[src/rtl/serial_link_bringup_ctrl.sv]
// rtl/serial_link_bringup_ctrl.sv - serial link bring-up/teardown register sequencer
// Walks a fixed CTRL/allocator write list, settles, then polls ISOLATED with gap and timeout.
module serial_link_bringup_ctrl #(
    parameter int unsigned                RegAddrWidth   = 32,
    parameter int unsigned                RegDataWidth   = 32,
    parameter logic [RegAddrWidth-1:0]    CtrlOffset     = RegAddrWidth'(32'h00),
    parameter logic [RegAddrWidth-1:0]    AllocTxOffset  = RegAddrWidth'(32'h08),
    parameter logic [RegAddrWidth-1:0]    AllocRxOffset  = RegAddrWidth'(32'h0C),
    parameter logic [RegAddrWidth-1:0]    IsolatedOffset = RegAddrWidth'(32'h04),
    parameter logic [RegDataWidth-1:0]    AllocCfg       = RegDataWidth'(32'h3),
    parameter int unsigned                SettleCycles   = 50,
    parameter int unsigned                PollGap        = 4,
    parameter int unsigned                MaxPolls       = 256
) (
    input  logic                          clk_i,
    input  logic                          rst_ni,
    input  logic                          start_i,
    input  logic                          teardown_i,
    output logic [RegAddrWidth-1:0]       cfg_req_addr_o,
    output logic                          cfg_req_write_o,
    output logic [RegDataWidth-1:0]       cfg_req_wdata_o,
    output logic [(RegDataWidth+7)/8-1:0] cfg_req_wstrb_o,
    output logic                          cfg_req_valid_o,
    input  logic [RegDataWidth-1:0]       cfg_rsp_rdata_i,
    input  logic                          cfg_rsp_error_i,
    input  logic                          cfg_rsp_ready_i,
    output logic                          busy_o,
    output logic                          link_up_o,
    output logic                          error_o
);

    localparam int unsigned StrbW  = (RegDataWidth + 7) / 8;
    localparam int unsigned PollW  = $clog2(MaxPolls + 1);
    localparam int unsigned CntMax = (SettleCycles > PollGap) ? SettleCycles : PollGap;
    localparam int unsigned CntW   = $clog2(CntMax + 1);

    localparam logic [RegDataWidth-1:0] CtrlIsoRst = RegDataWidth'(32'h300);
    localparam logic [RegDataWidth-1:0] CtrlIsoClk = RegDataWidth'(32'h302);
    localparam logic [RegDataWidth-1:0] CtrlIsoRun = RegDataWidth'(32'h303);
    localparam logic [RegDataWidth-1:0] CtrlRun    = RegDataWidth'(32'h003);

    // Index into the combined bring-up (0..5) and teardown (6..7) write lists
    localparam logic [2:0] StepCtrlIso = 3'd0;
    localparam logic [2:0] StepCtrlClk = 3'd1;
    localparam logic [2:0] StepCtrlRun = 3'd2;
    localparam logic [2:0] StepAllocTx = 3'd3;
    localparam logic [2:0] StepAllocRx = 3'd4;
    localparam logic [2:0] StepDeiso   = 3'd5;
    localparam logic [2:0] StepTdIso   = 3'd6;
    localparam logic [2:0] StepTdRst   = 3'd7;

    typedef enum logic [2:0] {
        S_IDLE, S_WRITE, S_SETTLE, S_POLL_RD, S_POLL_GAP, S_UP, S_ERR
    } state_e;

    state_e                  state_q, state_d;
    logic [2:0]              step_q, step_d;
    logic [CntW-1:0]         cnt_q, cnt_d;
    logic [PollW-1:0]        poll_q, poll_d;
    logic                    tear_q, tear_d;

    logic [RegAddrWidth-1:0] addr_q, addr_d;
    logic                    write_q, write_d;
    logic [RegDataWidth-1:0] wdata_q, wdata_d;
    logic [StrbW-1:0]        wstrb_q, wstrb_d;
    logic                    valid_q, valid_d;
    logic                    busy_q, busy_d;
    logic                    link_up_q, link_up_d;
    logic                    error_q, error_d;

    logic                    poll_match;
    logic [PollW-1:0]        poll_inc;
    logic                    rdata_unused;

    assign rdata_unused = ^cfg_rsp_rdata_i[RegDataWidth-1:2];

    always_ff @(posedge clk_i or negedge rst_ni) begin
        if (!rst_ni) begin
            state_q   <= S_IDLE;
            step_q    <= StepCtrlIso;
            cnt_q     <= '0;
            poll_q    <= '0;
            tear_q    <= 1'b0;
            addr_q    <= '0;
            write_q   <= 1'b0;
            wdata_q   <= '0;
            wstrb_q   <= '0;
            valid_q   <= 1'b0;
            busy_q    <= 1'b0;
            link_up_q <= 1'b0;
            error_q   <= 1'b0;
        end else begin
            state_q   <= state_d;
            step_q    <= step_d;
            cnt_q     <= cnt_d;
            poll_q    <= poll_d;
            tear_q    <= tear_d;
            addr_q    <= addr_d;
            write_q   <= write_d;
            wdata_q   <= wdata_d;
            wstrb_q   <= wstrb_d;
            valid_q   <= valid_d;
            busy_q    <= busy_d;
            link_up_q <= link_up_d;
            error_q   <= error_d;
        end
    end

    always_comb begin
        state_d    = state_q;
        step_d     = step_q;
        cnt_d      = cnt_q;
        poll_d     = poll_q;
        tear_d     = tear_q;
        poll_inc   = poll_q + 1'b1;
        // Bring-up waits for all ports de-isolated, teardown for both isolated
        poll_match = tear_q ? (cfg_rsp_rdata_i[1:0] == 2'b11) : (cfg_rsp_rdata_i[1:0] == 2'b00);
        case (state_q)
            S_IDLE, S_ERR: begin
                if (start_i) begin
                    state_d = S_WRITE;
                    step_d  = StepCtrlIso;
                    tear_d  = 1'b0;
                end
            end
            S_UP: begin
                if (teardown_i) begin
                    state_d = S_WRITE;
                    step_d  = StepTdIso;
                    tear_d  = 1'b1;
                end
            end
            S_WRITE: begin
                if (cfg_rsp_ready_i) begin
                    if (cfg_rsp_error_i) begin
                        state_d = S_ERR;
                    end else begin
                        case (step_q)
                            StepAllocRx: begin
                                state_d = S_SETTLE;
                                cnt_d   = '0;
                            end
                            StepDeiso, StepTdIso: begin
                                state_d = S_POLL_RD;
                                poll_d  = '0;
                            end
                            StepTdRst: state_d = S_IDLE;
                            default:   step_d  = step_q + 3'd1;
                        endcase
                    end
                end
            end
            S_SETTLE: begin
                if (cnt_q == CntW'(SettleCycles - 1)) begin
                    state_d = S_WRITE;
                    step_d  = StepDeiso;
                end else begin
                    cnt_d = cnt_q + 1'b1;
                end
            end
            S_POLL_RD: begin
                if (cfg_rsp_ready_i) begin
                    if (cfg_rsp_error_i) begin
                        state_d = S_ERR;
                    end else if (poll_match) begin
                        if (tear_q) begin
                            state_d = S_WRITE;
                            step_d  = StepTdRst;
                        end else begin
                            state_d = S_UP;
                        end
                    end else if (poll_inc == PollW'(MaxPolls)) begin
                        state_d = S_ERR;
                    end else begin
                        poll_d = poll_inc;
                        if (PollGap != 0) begin
                            state_d = S_POLL_GAP;
                            cnt_d   = '0;
                        end
                    end
                end
            end
            S_POLL_GAP: begin
                if (cnt_q == CntW'(PollGap - 1)) begin
                    state_d = S_POLL_RD;
                end else begin
                    cnt_d = cnt_q + 1'b1;
                end
            end
            default: state_d = S_IDLE;
        endcase
    end

    // Outputs are decoded from the next state so they can be registered without lag
    always_comb begin
        addr_d    = '0;
        wdata_d   = '0;
        wstrb_d   = '0;
        write_d   = (state_d == S_WRITE);
        valid_d   = (state_d == S_WRITE) || (state_d == S_POLL_RD);
        busy_d    = !(state_d inside {S_IDLE, S_UP, S_ERR});
        link_up_d = (state_d == S_UP);
        error_d   = (state_d == S_ERR);
        if (state_d == S_POLL_RD) begin
            addr_d = IsolatedOffset;
        end else if (state_d == S_WRITE) begin
            wstrb_d = '1;
            addr_d  = CtrlOffset;
            case (step_d)
                StepCtrlIso, StepTdRst: wdata_d = CtrlIsoRst;
                StepCtrlClk:            wdata_d = CtrlIsoClk;
                StepCtrlRun, StepTdIso: wdata_d = CtrlIsoRun;
                StepAllocTx: begin
                    addr_d  = AllocTxOffset;
                    wdata_d = AllocCfg;
                end
                StepAllocRx: begin
                    addr_d  = AllocRxOffset;
                    wdata_d = AllocCfg;
                end
                StepDeiso:              wdata_d = CtrlRun;
            endcase
        end
    end

    assign cfg_req_addr_o  = addr_q;
    assign cfg_req_write_o = write_q;
    assign cfg_req_wdata_o = wdata_q;
    assign cfg_req_wstrb_o = wstrb_q;
    assign cfg_req_valid_o = valid_q;
    assign busy_o          = busy_q;
    assign link_up_o       = link_up_q;
    assign error_o         = error_q;

endmodule

[config.mk]
export PLATFORM = sky130hd
export DESIGN_NAME = serial_link_bringup_ctrl
export DESIGN_NICKNAME = d
export VERILOG_FILES = /design/src/rtl/serial_link_bringup_ctrl.sv
export SDC_FILE = /design/constraint.sdc
export NUM_CORES = 1
export LEC_CHECK = 0
export ABC_CLOCK_PERIOD_IN_PS = 6000
export BUFFER_PORTS_ARGS = -buffer_cell sky130_fd_sc_hd__buf_2
export CAP_MARGIN = 20
export CELL_PAD_IN_SITES_DETAIL_PLACEMENT = 1
export CELL_PAD_IN_SITES_GLOBAL_PLACEMENT = 2
export CORE_MARGIN = 4
export CORE_UTILIZATION = 30
export CTS_BUF_LIST = sky130_fd_sc_hd__clkbuf_8
export DETAILED_ROUTE_END_ITERATION = 16
export GPL_ROUTABILITY_DRIVEN = 0
export PLACE_DENSITY_LB_ADDON = 0.25
export SETUP_SLACK_MARGIN = 0.05
export SLEW_MARGIN = 10
export SYNTH_ARGS = -nofsm -noshare
export SYNTH_HDL_FRONTEND = slang
export SYNTH_SLANG_ARGS = --single-unit
[constraint.sdc]
create_clock -name clk_i -period 6 [get_ports clk_i]
set_input_delay 1.2 -clock clk_i [delete_from_list [all_inputs] [get_ports clk_i]]
set_output_delay 1.2 -clock clk_i [all_outputs]
set_load 0.02 [all_outputs]
* After elaboration in Yosys (flattened, before gate mapping)
Cells that the tools add are included. Widths: inputs -> output; s select.
Cells by class: add/sub/neg operators 3, multiply operators 0, divide/modulo/power cells 0, magnitude comparators 0, equal/unequal tests 37, shifts and indexed selects 0, mux-type cells 54, bitwise logic cells 0, reductions and logical operators 19
Operators by type and width (count):
- $pmux 32 s4 | 1
- $mux 32 | 2
- $mux 9 | 7
- $mux 3 | 20
- $mux 6 | 9
- $eq 3x3->1 const B | 13
- $pmux 6 s4 | 1
- $ne 2x2->1 const B | 11
- $pmux 3 s6 | 1
- $pmux 9 s2 | 1
- $mux 4 | 4
- $eq 3x2->1 const B | 5
- $pmux 3 s5 | 1
- $reduce_and 10->1 | 1
- $add 9x1->9 const B | 1
- $eq 3x1->1 const B | 3
- $eq 9x9->1 const B | 1
- $logic_not 3->1 | 3
- $pmux 3 s3 | 1
- $pmux 4 s2 | 1
- $reduce_and 8->1 | 1
- $reduce_or 2->1 | 4
- $add 6x1->6 const B | 1
- $eq 6x2->1 const B | 1
- 16 further kinds | 19
Word-level totals: flip-flop bits (word level) 95, latch bits 0, bits in writable memories 0, bits in read-only memories 0, bits of input ports 38, output and inout bits 73, memories 0

* Longest topological paths before layout
word-level depth 11, depth in mapped cells 9, mapped depth without buffers 9

* Worst setup path after synthesis
Ideal clock, no wire load.
path type input to register, start in cfg_rsp_error_i, end reg addr_q[3] (netlist: cfg_req_addr_o[3]), arrival 2.459 ns, data required time 5.906 ns, slack 3.447 ns, stages 7, buffers on the path 1, cells stage by stage nand2b_1 o21ai_1 a311oi_1 or2_1 clkbuf_1 or3_1 a221oi_2
On the way: longest elaborated chain between the ends 7
RTL lines:
- start: declaration | line 25 | input logic cfg_rsp_error_i,
- $mux 3, on equally long branches | line 163, 135
- $mux 3, on equally long branches | line 162, 134
- $pmux 3 s5 | line 118 | case (state_q)
- $eq 3x3->1 or $eq 3x2->1 (tied branches) | line 209 | case (step_d)
- $pmux 4 s2 | line 209
- $mux 4 | line 206 | end else if (state_d == S_WRITE) begin
- $mux 4 (*) | line 204 | if (state_d == S_POLL_RD) begin
- named net addr_d[3] | line 62 | logic [RegAddrWidth-1:0] addr_q, addr_d;
- end signal: assignment | line 98 | addr_q <= addr_d;
- end: declaration | line 62
Mark *: on every way through the listed nets, which the timed path passes. The rest lies on a longest branch. A chain may end at the register's enable or synchronous reset.

* Worst setup path in the final report
start in cfg_rsp_error_i, end reg poll_q[7]
On the way: longest elaborated chain between the ends 2
RTL lines:
- $ne 2x2->1 (no source line)
- $reduce_and 8->1 (no source line) (*)
- end signal: assignment | line 96 | poll_q <= poll_d;
- end: declaration | line 59 | logic [PollW-1:0] poll_q, poll_d;
Every way passes the cells marked *; elsewhere a longest branch is shown, timed or not.

==> impl_metrics.csv <==
group,metric,value,unit
worst_setup_path,ff2ff_path_depth,6,
finish,finalNonFillerCells,430,
synth,yosysWarnings,0,
sta,fmax,0.3716,GHz
finish,diodes,0,
clocking,cts_resized,0,
die,rows,34,
route,drt_first_iter_violations,89,
die,fp.dieH,102.8,um
placed_design,dp.cells,422,
worst_setup_path,cp_data_required_time,6.18,ns
worst_setup_path,path_cells,"buf_2 > nand2b_1 > nor2_1 > o21ai_0 > a211o_1 > and2_1 > a311o_1",
global_route,grt_pass1_wl,9942,um
job,drv_cap,0,
die,num_io_pins,111,
sta,finalCriticalPeriod,2.691,ns
worst_setup_path,crit_type,"in -> reg",
clocking,cts-hold-fix-buffers,0,
run_status,outcome,"complete, no violations",
worst_setup_path,slowest_stage,"a211o_1",
route,via_per_inst,4.793,
sta,fin_hold_ws,0.5379,ns
worst_setup_path,startpoint_type,"input pin",
route,num_vias,2061,
clocking,clkSinkCount,33,
sta,hold_viol_final,0,
clocking,cts_tree,"built",
sta,maxSlewHeadroom,47.54,%
synth,synth_top_cell_area_share,30.65,%
synth,synth_ff_type,"dfrtp_1",
die,core-area,0.008721,mm2
clocking,worst_skew_pair.late_latency,0.29,ns
hold_path,hold_path.startpoint,"cnt_q[0]",
pwr,pwr_density_cell,448.0,mW/mm2
route,wl_per_cell,14.72,um
sta,grt_setup_unrepaired,"false",
worst_setup_path,cp.buffers_inverters,1,
worst_setup_path,rrSetupSlack,3.33,ns
synth,ys_top_cells_by_area,"dfrtp_1, buf_4, ha_1",
sta,period_share,44.85,%
global_route,antenna_found_initial,0,
placed_design,place_hpwl,4658,um
clocking,post-cts-setup-buffers,0,
finish,nets,367,
finish,postLayoutCoreUtil,31.13,%
synth,yosysMostFrequentCell,"buf_4",
synth,syn_area_per_cell,8.718,um2
pwr,leakagePower,0.001268,uW
route,antenna_left,0,
sta,setup-tns-final,0,ns
sta,finClkSkew,0.008152,ns
hold_path,hold_class,"reg -> reg",
placed_design,portBuffers,22,
clocking,clkTransAtPathRegs,0.07,ns
pwr,switching_power,588.2,uW
pwr,p_sw_share,48.35,%
worst_setup_path,end_kind,"flop",
worst_setup_path,crit_arrival,2.87,ns
clocking,cts_made_buffers,5,
global_route,gr-total-overflow,0,
synth,syn_area,0.002694,mm2
pwr,intPower,628.2,uW
global_route,grt_pass1_vias,1915,
finish,syn_to_final_growth,0.7894,%
clocking,htree_levels,2,
route,dr.pass1.iters,4,
pwr,total_power,1216,uW
route,routed_wl,6328,um
synth,ys_ff_latch,33,
worst_setup_path,crit_family,"compound AO/OA/AOI/OAI gates",
sta,worst_pin_slew,0.7868,ns
clocking,cts_root_buf,"clkbuf_8",
synth,synthArstFlopShare,100.0,%
pwr,combinationalPowerShare,50.3,%
synth,yosysSeqAreaShare,30.65,%
die,die_area,0.01056,mm2
clocking,clk_path_buf_depth,2,
sta,finalSetupViolations,0,
pwr,peakVddDrop,0.1148,mV
worst_setup_path,reg2reg_to,"poll_q[7]",
global_route,track_usage,12.11,%
synth,synth_enable_flop_cells,0,
synth,synth_top_area_cell,"dfrtp_1",
die,die_w,102.8,um
global_route,grt_max_degree,34,
pwr,pwr-share-clk,15.6,%
worst_setup_path,worstReg2RegStart,"state_q[0]",
pwr,p_seq_share,34.1,%
sta,drv_slew,0,
die,start_util,30.89,%
hold_path,hold_path_end,"cnt_q[0]",
hold_path,min_path_cells,1,
synth,ys_top_cells_by_count,"buf_4, dfrtp_1, a21oi_1",
synth,ys_types,60,
synth,netlist_instances,309,
finish,drive_gt1_share,13.04,%
worst_setup_path,cp_max_fo,18,
worst_setup_path,critPathMaxStageDelay,0.46,ns
route,drc,0,
==> power by group through the flow <==
| stage | Clock [uW] | Combinational [uW] | Sequential (uW) |
|---|---|---|---|
| after CTS | 200 | 619 | 414 |
| after global routing | 210 | 689 | 430 |
| after global placement | 0 | 606 | 414 |
| final | 190 | 612 | 414 |
| after floorplan | 0 | 536 | 391 |
| after detailed placement | 0 | 616 | 418 |
==> layout by cell type, fill, tap and decap left out, types with 3 or more instances in the layout <==
master,count
conb_1,58
dfrtp_1,33
buf_2,22
a21oi_1,18
inv_1,15
nand2_1,15
nand3_1,15
nor2_1,14
o21ai_0,14
nand2b_1,12
ha_1,8
and3_1,7
clkbuf_8,7
nor3_1,6
a211o_1,4
o211ai_1,4
and2_1,4
a31oi_1,4
a211oi_1,3
o22ai_1,3
nand4_1,3
o21a_1,3
or3_1,3
==> logic make-up (layout without fill, tap and decap cells) <==
group,after synthesis,after routing,synth area share (%)
and+or+nand+nor,97,97,21.78
other,1,58,0.1392
xor gates and xnor gates,3,3,0.9756
buffers and inverters,90,46,22.39
AOI/OAI and AO/OA,76,76,19.97
DFF,33,33,30.65
adders and majority gates,8,8,3.716
muxes,1,1,0.3716
==> area by class of cell <==
cell class | count | area (um2)
Timing Repair Buffer | 23 | 117.6
Sequential cell | 33 | 825.8
Fill cell | 1053 | 6006
Multi-Input combinational cell | 243 | 1479
Clock inverter | 1 | 5.005
Clock buffer | 7 | 96.34
Tap cell | 108 | 135.1
Inverter | 15 | 56.30
==> through the flow <==
| stage | worst slack, ns | area, um2 |
|---|---|---|
| after floorplan | 3.447 | 2908 |
| after global placement | 3.029 | 2614 |
| after detailed placement | 3.014 | 2614 |
| after CTS | 3.312 | 2715 |
| after global routing | 3.117 | 2715 |
| final | 3.309 | 2715 |
==> worst max-delay path by stage <==
stage / start / to / cells after the start
CTS: cfg_rsp_error_i / poll_q[7] / 7
floorplan: cfg_rsp_error_i / cfg_req_addr_o[3] / 7
global route: state_q[0] / poll_q[7] / 6
detailed placement: cfg_rsp_error_i / poll_q[7] / 7
finish: cfg_rsp_error_i / poll_q[7] / 7
global placement: cfg_rsp_error_i / poll_q[7] / 7
==> metal layers <==
| layer | share of wire, % | up-vias | GRT usage (%) |
|---|---|---|---|
| met5 | 0 | - | 0 |
| met4 | 1.1 | 0 | 3.287 |
| met3 | 4.9 | 6 | 2.165 |
| met2 | 46 | 55 | 19.51 |
| met1 | 48 | 1009 | 16.74 |
| li1 | - | 991 | - |
==> worst register-to-register path, cell delays in order (launching register included) <==
cell	delay (ns)
dfrtp_1	0.84
nand2b_1	0.39
nor2_1	0.18
o21ai_0	0.12
a211o_1	0.46
and2_1	0.27
a311o_1	0.30
==> sequential cells by signal, indices dropped and copies added (netlist names) <==
register,count
busy_o,1
cnt_q,6
cfg_req_wdata_o,3
state_q,3
poll_q,9
step_q,3
link_up_o,1
error_o,1
cfg_req_valid_o,1
cfg_req_wstrb_o,1
tear_q,1
cfg_req_write_o,1
cfg_req_addr_o,2
Power figures use the tool's default switching activity.
